===== config.mk =====
export PLATFORM = sky130hd
export DESIGN_NAME = pipe_stage_reg
export DESIGN_NICKNAME = d
export VERILOG_FILES = /design/src/rtl/pipe_pkg.sv /design/src/rtl/pipe_stage_reg_sat_counter.sv /design/src/rtl/pipe_stage_reg.sv
export SDC_FILE = /design/constraint.sdc
export NUM_CORES = 1
export LEC_CHECK = 0
export ABC_AREA = 1
export CAP_MARGIN = 20
export CORE_ASPECT_RATIO = 1.1
export CORE_UTILIZATION = 35
export CTS_BUF_LIST = sky130_fd_sc_hd__clkbuf_4 sky130_fd_sc_hd__clkbuf_8
export DETAILED_ROUTE_END_ITERATION = 12
export GPL_TIMING_DRIVEN = 0
export HOLD_SLACK_MARGIN = 0.02
export PLACE_DENSITY = 0.85
export SETUP_SLACK_MARGIN = 0.02
export SKIP_CTS_REPAIR_TIMING = 1
export SLEW_MARGIN = 5
export SYNTH_ARGS = -nofsm -noshare
export SYNTH_HDL_FRONTEND = slang
export SYNTH_SLANG_ARGS = --single-unit

===== constraint.sdc =====
create_clock -name clk -period 1.49 [get_ports clk]
set_input_delay 0.3725 -clock clk [delete_from_list [all_inputs] [get_ports clk]]
set_output_delay 0.3725 -clock clk [all_outputs]
set_load 0.005 [all_outputs]

===== src/rtl/pipe_pkg.sv =====
// Shared pipeline definitions: stall encoding, default widths, NOP address,
// EX/MEM payload field offsets and the stage action decode.
package pipe_pkg;

  typedef enum logic {
    NoStop = 1'b0,
    Stop   = 1'b1
  } stall_e;

  localparam int unsigned DEFAULT_STALL_W = 6;
  localparam logic [4:0]  NOP_REG_ADDR    = 5'b00000;

  // EX/MEM payload packing, LSB first: wd, wreg, wdata, whilo, hi/lo
  localparam int unsigned WD_LSB    = 0;
  localparam int unsigned WD_W      = 5;
  localparam int unsigned WREG_LSB  = WD_LSB + WD_W;
  localparam int unsigned WDATA_LSB = WREG_LSB + 1;
  localparam int unsigned WDATA_W   = 32;
  localparam int unsigned WHILO_LSB = WDATA_LSB + WDATA_W;
  localparam int unsigned HILO_LSB  = WHILO_LSB + 1;
  localparam int unsigned HILO_W    = 31;

  typedef enum logic [1:0] {
    ACT_FLUSH,
    ACT_BUBBLE,
    ACT_ADVANCE,
    ACT_HOLD
  } stage_act_e;

  // Priority: flush, then bubble, advance, hold
  function automatic stage_act_e stage_act(input logic flush,
                                           input logic stall_cur,
                                           input logic stall_nxt);
    if (flush)
      return ACT_FLUSH;
    else if (stall_cur == Stop && stall_nxt == NoStop)
      return ACT_BUBBLE;
    else if (stall_cur == NoStop)
      return ACT_ADVANCE;
    else
      return ACT_HOLD;
  endfunction

endpackage


===== src/rtl/pipe_stage_reg_sat_counter.sv =====
// Saturating up-counter with synchronous clear; clear beats increment.
module sat_counter #(
  parameter int unsigned W = 8
) (
  input  logic         clk,
  input  logic         rst,
  input  logic         inc,
  input  logic         clr,
  output logic [W-1:0] q
);

  logic [W-1:0] r_q;

  always_ff @(posedge clk) begin
    if (rst || clr)
      r_q <= '0;
    else if (inc && r_q != '1)
      r_q <= r_q + 1'b1;
  end

  assign q = r_q;

endmodule


===== src/rtl/pipe_stage_reg.sv =====
// Pipeline stage register with flush/bubble/advance/hold control and a
// multi-cycle carry path. Optional perf counters under PIPE_STAGE_PERF_EN.
module pipe_stage_reg
  import pipe_pkg::*;
#(
  parameter int PAYLOAD_W = 70,
  parameter int CARRY_W   = 66,
  parameter int STALL_W   = DEFAULT_STALL_W,
  parameter int STAGE     = 3,
  parameter int HOLD_W    = 8
) (
  input  logic                 clk,
  input  logic                 rst,
  input  logic [STALL_W-1:0]   stall_i,
  input  logic                 flush_i,
  input  logic                 in_valid,
  input  logic [PAYLOAD_W-1:0] in_payload,
  input  logic [CARRY_W-1:0]   carry_in,
  output logic                 out_valid,
  output logic [PAYLOAD_W-1:0] out_payload,
  output logic [CARRY_W-1:0]   carry_out,
`ifdef PIPE_STAGE_PERF_EN
  output logic [31:0]          bubble_cnt_o,
  output logic [31:0]          stall_cnt_o,
`endif
  output logic [HOLD_W-1:0]    hold_cycles_o
);

  if (STAGE < 0 || STAGE > STALL_W - 2) begin : g_bad_stage
    $error("pipe_stage_reg: STAGE must be in 0..STALL_W-2");
  end

  stage_act_e             w_act;
  logic                   w_unused_stall;
  logic                   r_valid;
  logic [PAYLOAD_W-1:0]   r_payload;
  logic [CARRY_W-1:0]     r_carry;

  assign w_act          = stage_act(flush_i, stall_i[STAGE], stall_i[STAGE+1]);
  assign w_unused_stall = ^stall_i;

  always_ff @(posedge clk) begin
    if (rst) begin
      r_valid   <= 1'b0;
      r_payload <= '0;
      r_carry   <= '0;
    end else begin
      case (w_act)
        ACT_FLUSH: begin
          r_valid   <= 1'b0;
          r_payload <= '0;
          r_carry   <= '0;
        end
        ACT_BUBBLE: begin
          r_valid   <= 1'b0;
          r_payload <= '0;
          r_carry   <= carry_in;
        end
        ACT_ADVANCE: begin
          r_valid   <= in_valid;
          r_payload <= in_payload;
          r_carry   <= '0;
        end
        default: begin
          r_carry   <= carry_in;
        end
      endcase
    end
  end

  assign out_valid   = r_valid;
  assign out_payload = r_payload;
  assign carry_out   = r_carry;

  sat_counter #(.W(HOLD_W)) u_hold_cnt (
    .clk (clk),
    .rst (rst),
    .inc (w_act == ACT_BUBBLE || w_act == ACT_HOLD),
    .clr (w_act == ACT_FLUSH || w_act == ACT_ADVANCE),
    .q   (hold_cycles_o)
  );

`ifdef PIPE_STAGE_PERF_EN
  logic [31:0] r_bubble_cnt;
  logic [31:0] r_stall_cnt;

  always_ff @(posedge clk) begin
    if (rst) begin
      r_bubble_cnt <= '0;
      r_stall_cnt  <= '0;
    end else begin
      if (w_act == ACT_BUBBLE) r_bubble_cnt <= r_bubble_cnt + 32'd1;
      if (w_act == ACT_HOLD)   r_stall_cnt  <= r_stall_cnt + 32'd1;
    end
  end

  assign bubble_cnt_o = r_bubble_cnt;
  assign stall_cnt_o  = r_stall_cnt;
`endif

endmodule

==> impl_metrics.tcl, run 1 <==
set metrics [dict create \
    outcome "complete, no violations" \
    stdcell_count 1107 \
    seq_area_frac_synth_pct 57.5 \
    hold_ws_ns 0.319 \
    cp.arrival_ns 1.78 \
    syn_avg_cell_area_um2 8.38 \
    finalWeightedCongestion 0.802 \
    post_dp_cell_area_um2 8130 \
    routed_wl_um 16300 \
    drv_cap 0 \
    min_period_ns 1.42 \
    synth_xor_area_share_pct 0.174 \
    yosysWarnings 0 \
    fp.dieW_um 117 \
    final_max_slew_viol_count 0 \
    drc_errors 0 \
    grt_pass1_wl_um 23700 \
    cp-start-kind "primary input" \
    tns_ns 0 \
    drive_above_1_share_pct 11.0 \
    netlist_area_um2 5050 \
    drt-wirelength-per-cell_um 14.8 \
    first_iter_violations 251 \
    dp_hpwl_um 11700 \
    path_buf_inv 3 \
    grt_use_total_pct 20.9 \
    layout_commonest_cell "nand3_1" \
    rows 45 \
    crit_fanout 10 \
    rsz0062_at_grt "false" \
    fin_area_um2 8930 \
    start_util_pct 36.1 \
    clkLatencyLatePin_ns 0.43 \
    synth_top_area_cell "dfxtp_1" \
    cts_buffers 17 \
    coreArea_um2 14000 \
    final_cell_mix "nand3_1 (149), dlymetal6s2s_1 (143), clkdlybuf4s50_1 (139), dfxtp_1 (119), a21oi_1 (78)" \
    synth_cell_types 22 \
    detail-route-antenna-nets 0 \
    cp-startpoint "stall_i[3]" \
    dp_cells 1074 \
    diodes 0 \
    synth_fa_ha_area_share_pct 0.248 \
    cts.sinks 145 \
    skew_ns 0.00419 \
    max_clock_freq_mhz 703 \
    place_ws_ns -0.437 \
    syn_to_final_growth_pct 76.8 \
    ys_ff_latch 145 \
    place.port_buffers 284 \
    synth-simple-area-share_pct 23.5 \
    synth_compound_area_share_pct 8.08 \
    overflow 0 \
    leakage_nw 5.90 \
    synth_top_family_by_area "simple AND/OR/NAND/NOR gates" \
    via_per_inst 4.63 \
    path_class "primary input to register" \
    slowest_delay_ns 0.47 \
    tightest_slew_ns 0.453 \
    clk_pin_slew_worst_paths_ns 0.08 \
    cts_tree "yes" \
    required_ns 1.85 \
    hold_viol 0 \
    crit_family "buffers and inverters" \
    muxShareOfSynthArea_pct 0 \
    grt_pass1_vias 4883 \
    cp_slowest_cell "clkdlybuf4s50_1" \
    crit_chain "clkdlybuf4s50_1, inv_2, clkbuf_1, nand3_1, a21oi_1" \
    grt_max_degree 17 \
    dieHeight_um 128 \
    post-route-period-util_pct 95.5 \
    die_area_um2 14900 \
    fin_nets 1054 \
    dr_total_vias 5127 \
    irDropWorstVdd_mv 0.739 \
    yosys.area.top_type_share_pct 57.5 \
    pwr_density_cell_nw_per_um2 903 \
    clock_path_buffers 2 \
    slew_headroom_pct 69.8 \
    boundaryPins 291 \
    dr.pass1.iters 5 \
    cp-end-kind "register" \
    cts-root-buf "clkbuf_8" \
    synth_nets 749 \
    grt_antenna_before_repair 0 \
    setup_viol 0 \
    reg2reg_from "u_hold_cnt.q[0]$_SDFFE_PP0P_" \
    hold_class "primary input to register" \
    setup_ws_ns 0.0668 \
    hold_start "stall_i[4]" \
    synth_cells 602 \
    htreeDepth 4 \
    netlist_top_cells_area "dfxtp_1 (58%), nand3_1 (15%), a21oi_1 (7.7%), inv_1 (5.5%), nor2_1 (5.1%)" \
]
metal layers:
| layer | global-route usage [%] | part of all wire (%) |
|---|---|---|
| met1 | 20.4 | 35 |
| met2 | 36.7 | 52 |
| met3 | 9.93 | 11 |
| met4 | 9.50 | 2.1 |
| met5 | 0 | 0 |
flip-flops by register name, summed over array words and instances, names as in the netlist:
name	count
u_hold_cnt.q	8
carry_out	66
out_payload	70
out_valid	1
final timing paths:
kind                                        to  slack [ns]  cells after the start
hold reg to reg   out_payload[35]$_SDFFE_PP0P_        0.48                      2
setup reg to reg  u_hold_cnt.q[5]$_SDFFE_PP0P_        0.18                      7
setup / recovery  out_payload[14]$_SDFFE_PP0P_        0.07                      5
hold / removal    out_payload[43]$_SDFFE_PP0P_        0.32                      3
cell families (layout without fill, tap and decap cells):
family | Yosys count | in the layout
and+or+nand+nor | 251 | 251
adders and majority gates | 1 | 1
DFF | 145 | 145
buffers and inverters | 123 | 440
xor gates and xnor gates | 1 | 1
AOI/OAI and AO/OA | 81 | 81
worst reg2reg max path, stage by stage (launching register included):
cell	delay, ns
dfxtp_2	0.37
ha_1	0.20
nand2_2	0.09
nor2_4	0.11
nand3_2	0.17
nand2_2	0.12
nand2_1	0.05
a21oi_1	0.12
cell type report:
cell class / count / area (um^2)
well taps: 188 / 235
multi-input cells: 334 / 1620
fillers: 1135 / 5040
inverters: 78 / 300
clock inverters: 12 / 135
plain buffers: 45 / 239
clock buffers: 19 / 255
flip-flops and latches: 145 / 2940
repair buffers: 286 / 3210
synth_stat cells, drive strengths merged:
master,instances
a21oi,78
buf,24
xor2,1
nand4,1
o21ai,2
nor3,1
dfxtp,145
o21bai,1
ha,1
nand2,19
clkbuf,21
inv,78
nand3,150
nor2,80
per-stage QoR:
stage / power (mW) / utilization [%]
after floorplan: 4.42 / -
after global placement: 5.09 / 58.2
after detailed placement: 5.10 / 58.2
after CTS: 8.14 / 61.0
after global routing: 8.38 / 63.9
final: 8.06 / 63.9
power by group:
| part | leakage (nW) | internal, mW | switching (mW) |
|---|---|---|---|
| combinational | 4.52 | 0.574 | 0.402 |
| clock | 0.188 | 1.55 | 1.51 |
| sequential | 1.19 | 3.98 | 0.0398 |
Power figures use the tool's default switching activity.
==> run 2, diff against run 1 <==
--- a/config.mk
+++ b/config.mk
@@ -19,4 +19,5 @@
 export SLEW_MARGIN = 5
 export SYNTH_ARGS = -nofsm -noshare
 export SYNTH_HDL_FRONTEND = slang
+export SYNTH_HIERARCHICAL = 1
 export SYNTH_SLANG_ARGS = --single-unit
==> run 2 against run 1 <==
Net effect:
- first-iteration DRC count increased by 17%
- final area decreased by 0.42%
- critical endpoint is now carry_out[58]$_SDFF_PP0_
- via count increased by 2.9%
- synthesized area decreased by 1.0%
- die area decreased by 1.0%
- highest routed layer unchanged
- non-clock buffer count unchanged
==> impl_metrics.tcl, run 2 <==
set metrics [dict create \
    outcome "complete, no violations" \
    max_clock_freq_mhz 699 \
    min_to "out_payload[53]$_SDFFE_PP0P_" \
    seq_area_frac_synth_pct 58.1 \
    finalWeightedCongestion 0.855 \
    drt-wirelength-per-cell_um 15.7 \
    setup_viol 0 \
    drc_errors 0 \
    grt_max_degree 17 \
    detail-route-antenna-nets 0 \
    skew_ns 0.00642 \
    hold_class "primary input to register" \
    slowest_delay_ns 0.50 \
    layout_commonest_cell "dlymetal6s2s_1" \
    reg2reg_setup_slack_ns 0.22 \
    crit_chain "clkdlybuf4s50_1, buf_4, or2_1, buf_6, buf_6, nor2_1" \
    clkLatencyLatePin_ns 0.45 \
    place.port_buffers 284 \
    slew_headroom_pct 67.7 \
    grt_antenna_before_repair 0 \
    crit_fanout 10 \
    rows 45 \
    clock_path_buffers 2 \
    grt_use_total_pct 22.4 \
    clk_pin_slew_worst_paths_ns 0.08 \
    dr_total_vias 5275 \
    start_util_pct 36.1 \
    synth_xor_area_share_pct 0 \
    irDropWorstVdd_mv 0.878 \
    cp-start-kind "primary input" \
    cts.sinks 145 \
    diodes 0 \
    cp-end-kind "register" \
    path_buf_inv 4 \
    synth_compound_area_share_pct 7.74 \
    synth_fa_ha_area_share_pct 0.250 \
    final_cell_mix "dlymetal6s2s_1 (146), clkdlybuf4s50_1 (138), dfxtp_1 (128), nand2_1 (91), nor2_1 (79)" \
    ys_top_cells_by_count "dfxtp_1 (145), nand2_1 (92), nor2_1 (79), a21oi_1 (76), inv_1 (73)" \
    boundaryPins 291 \
    syn_avg_cell_area_um2 8.34 \
    dp_hpwl_um 12500 \
    fin_nets 1051 \
    htreeDepth 4 \
    final_max_slew_viol_count 0 \
    cts_buffers 17 \
    coreArea_um2 13900 \
    min_period_ns 1.43 \
    reg2reg_to "u_hold_cnt/q[5]$_SDFFE_PP0P_" \
    ys_async_sr_fraction_pct 0 \
    syn_to_final_growth_pct 77.9 \
    hold_start "stall_i[3]" \
    yosysMostFrequentCell "dfxtp_1" \
    die_area_um2 14800 \
    fp.dieW_um 116 \
    routed_wl_um 17300 \
    synth_top_family_by_area "simple AND/OR/NAND/NOR gates" \
    ys.flop_type "dfxtp_1" \
    ff2ff_path_depth 7 \
    synth_nets 746 \
    path_class "primary input to register" \
    drv_cap 0 \
    drive_above_1_share_pct 8.42 \
    leakage_nw 5.94 \
    cp_slowest_cell "clkdlybuf4s50_1" \
    overflow 0 \
    netlist_area_um2 5000 \
    reg2reg_from "u_hold_cnt/q[0]$_SDFFE_PP0P_" \
    rsz0062_at_grt "false" \
    tightest_slew_ns 0.485 \
    synth_cells 599 \
    finalPower_mw 8.11 \
    yosys.area.top_type_share_pct 58.1 \
    synth-simple-area-share_pct 23.6 \
    holdPathStages 3 \
    worst_path_most_repeated_cell "buf_6" \
    largest_register_ff_count 70 \
    hold_viol 0 \
    synth_cell_types 23 \
    dieHeight_um 127 \
    via_per_inst 4.78 \
    netlist_top_cells_area "dfxtp_1 (58%), nand4_1 (8.9%), a21oi_1 (7.6%), nand2_1 (6.9%), nor2_1 (5.9%)" \
    ys_ff_latch 145 \
    grt_pass1_vias 5102 \
    cp.arrival_ns 1.81 \
    cts_tree "yes" \
    post_dp_cell_area_um2 8070 \
    required_ns 1.87 \
    muxShareOfSynthArea_pct 0 \
    first_iter_violations 293 \
    crit_family "buffers and inverters" \
    synth_top_area_cell "dfxtp_1" \
    fin_area_um2 8890 \
    synth_edf_count 0 \
    dr.pass1.iters 6 \
    cts-root-buf "clkbuf_8" \
    post-route-period-util_pct 96.0 \
    grt_pass1_wl_um 24900 \
    pwr_density_cell_nw_per_um2 912 \
    yosysWarnings 6 \
]
==> run 2: cell types whose count changed in the layout (fill, tap and decap cells not counted), sizes merged, moves of 3 or more <==
cell,delta
nand4,+70
nand2,+74
nand3,-145
inv,-3
dlymetal6s2s,+3
==> run 2: layout make-up <==
type	count	area, um^2
plain buffers	46	236
clock buffers	21	289
clock inverters	9	106
fillers	1094	4960
inverters	76	288
multi-input cells	332	1580
flip-flops and latches	145	2930
well taps	188	235
repair buffers	285	3220
repair inverters	1	7.51
==> run 2: metrics by stage <==
stage / worst slack, ns / instances / setup TNS (ns) / hold WS (ns) / util [%]
3_3_place_gp: -0.871 / 1071 / -93.93 / 0.470 / 58.3
5_1_grt: 0.0361 / 1103 / 0 / 0.299 / 64.2
4_1_cts: -0.419 / 1101 / -56.31 / 0.286 / 61.1
6_report: 0.0595 / 1103 / 0 / 0.319 / 64.2
2_1_floorplan: 0.111 / 599 / 0 / 0.477 / -
3_5_place_dp: -0.896 / 1071 / -95.62 / 0.477 / 58.3
==> run 2: cell families (layout without fill, tap and decap cells) <==
group / Yosys count / after routing
adder cells (fa/ha/maj): 1 / 1
AND/OR/NAND/NOR: 254 / 254
buffers and inverters: 122 / 438
flip-flops: 145 / 145
AO/OA/AOI/OAI: 77 / 77
==> run 2: worst register-to-register path: stages (launching register included) <==
cell     delay [ns]
dfxtp_2        0.37
ha_1           0.18
nand2_1        0.07
nor2_1         0.12
nand2_2        0.08
buf_6          0.15
a21oi_1        0.14
nor2_1         0.06
==> run 2: worst max-delay path by stage <==
stage / from / endpoint / slack [ns] / cells after the start
final: rst / carry_out[58]$_SDFF_PP0_ / 0.06 / 6
after global routing: rst / out_payload[18]$_SDFFE_PP0P_ / 0.04 / 4
after CTS: rst / carry_out[19]$_SDFF_PP0_ / -0.42 / 5
after detailed placement: rst / carry_out[19]$_SDFF_PP0_ / -0.90 / 5
after global placement: rst / carry_out[17]$_SDFF_PP0_ / -0.87 / 5
after floorplan: stall_i[3] / u_hold_cnt/q[4]$_SDFFE_PP0P_ / 0.11 / 8
==> run 2: per-layer routing <==
metal | vias up | wire, um | GRT usage [%]
met5 | - | 0 | 0
met4 | 0 | 485 | 9.28
met3 | 34 | 1470 | 9.58
met2 | 241 | 9050 | 39.7
met1 | 2458 | 6280 | 22.8
li1 | 2542 | - | -
==> run 2: where the power goes <==
part	leakage (nW)	total (mW)	internal, mW	switching, mW
clock network	0.196	3.13	1.64	1.48
registers	1.19	4.02	3.98	0.0413
logic	4.56	0.962	0.559	0.403
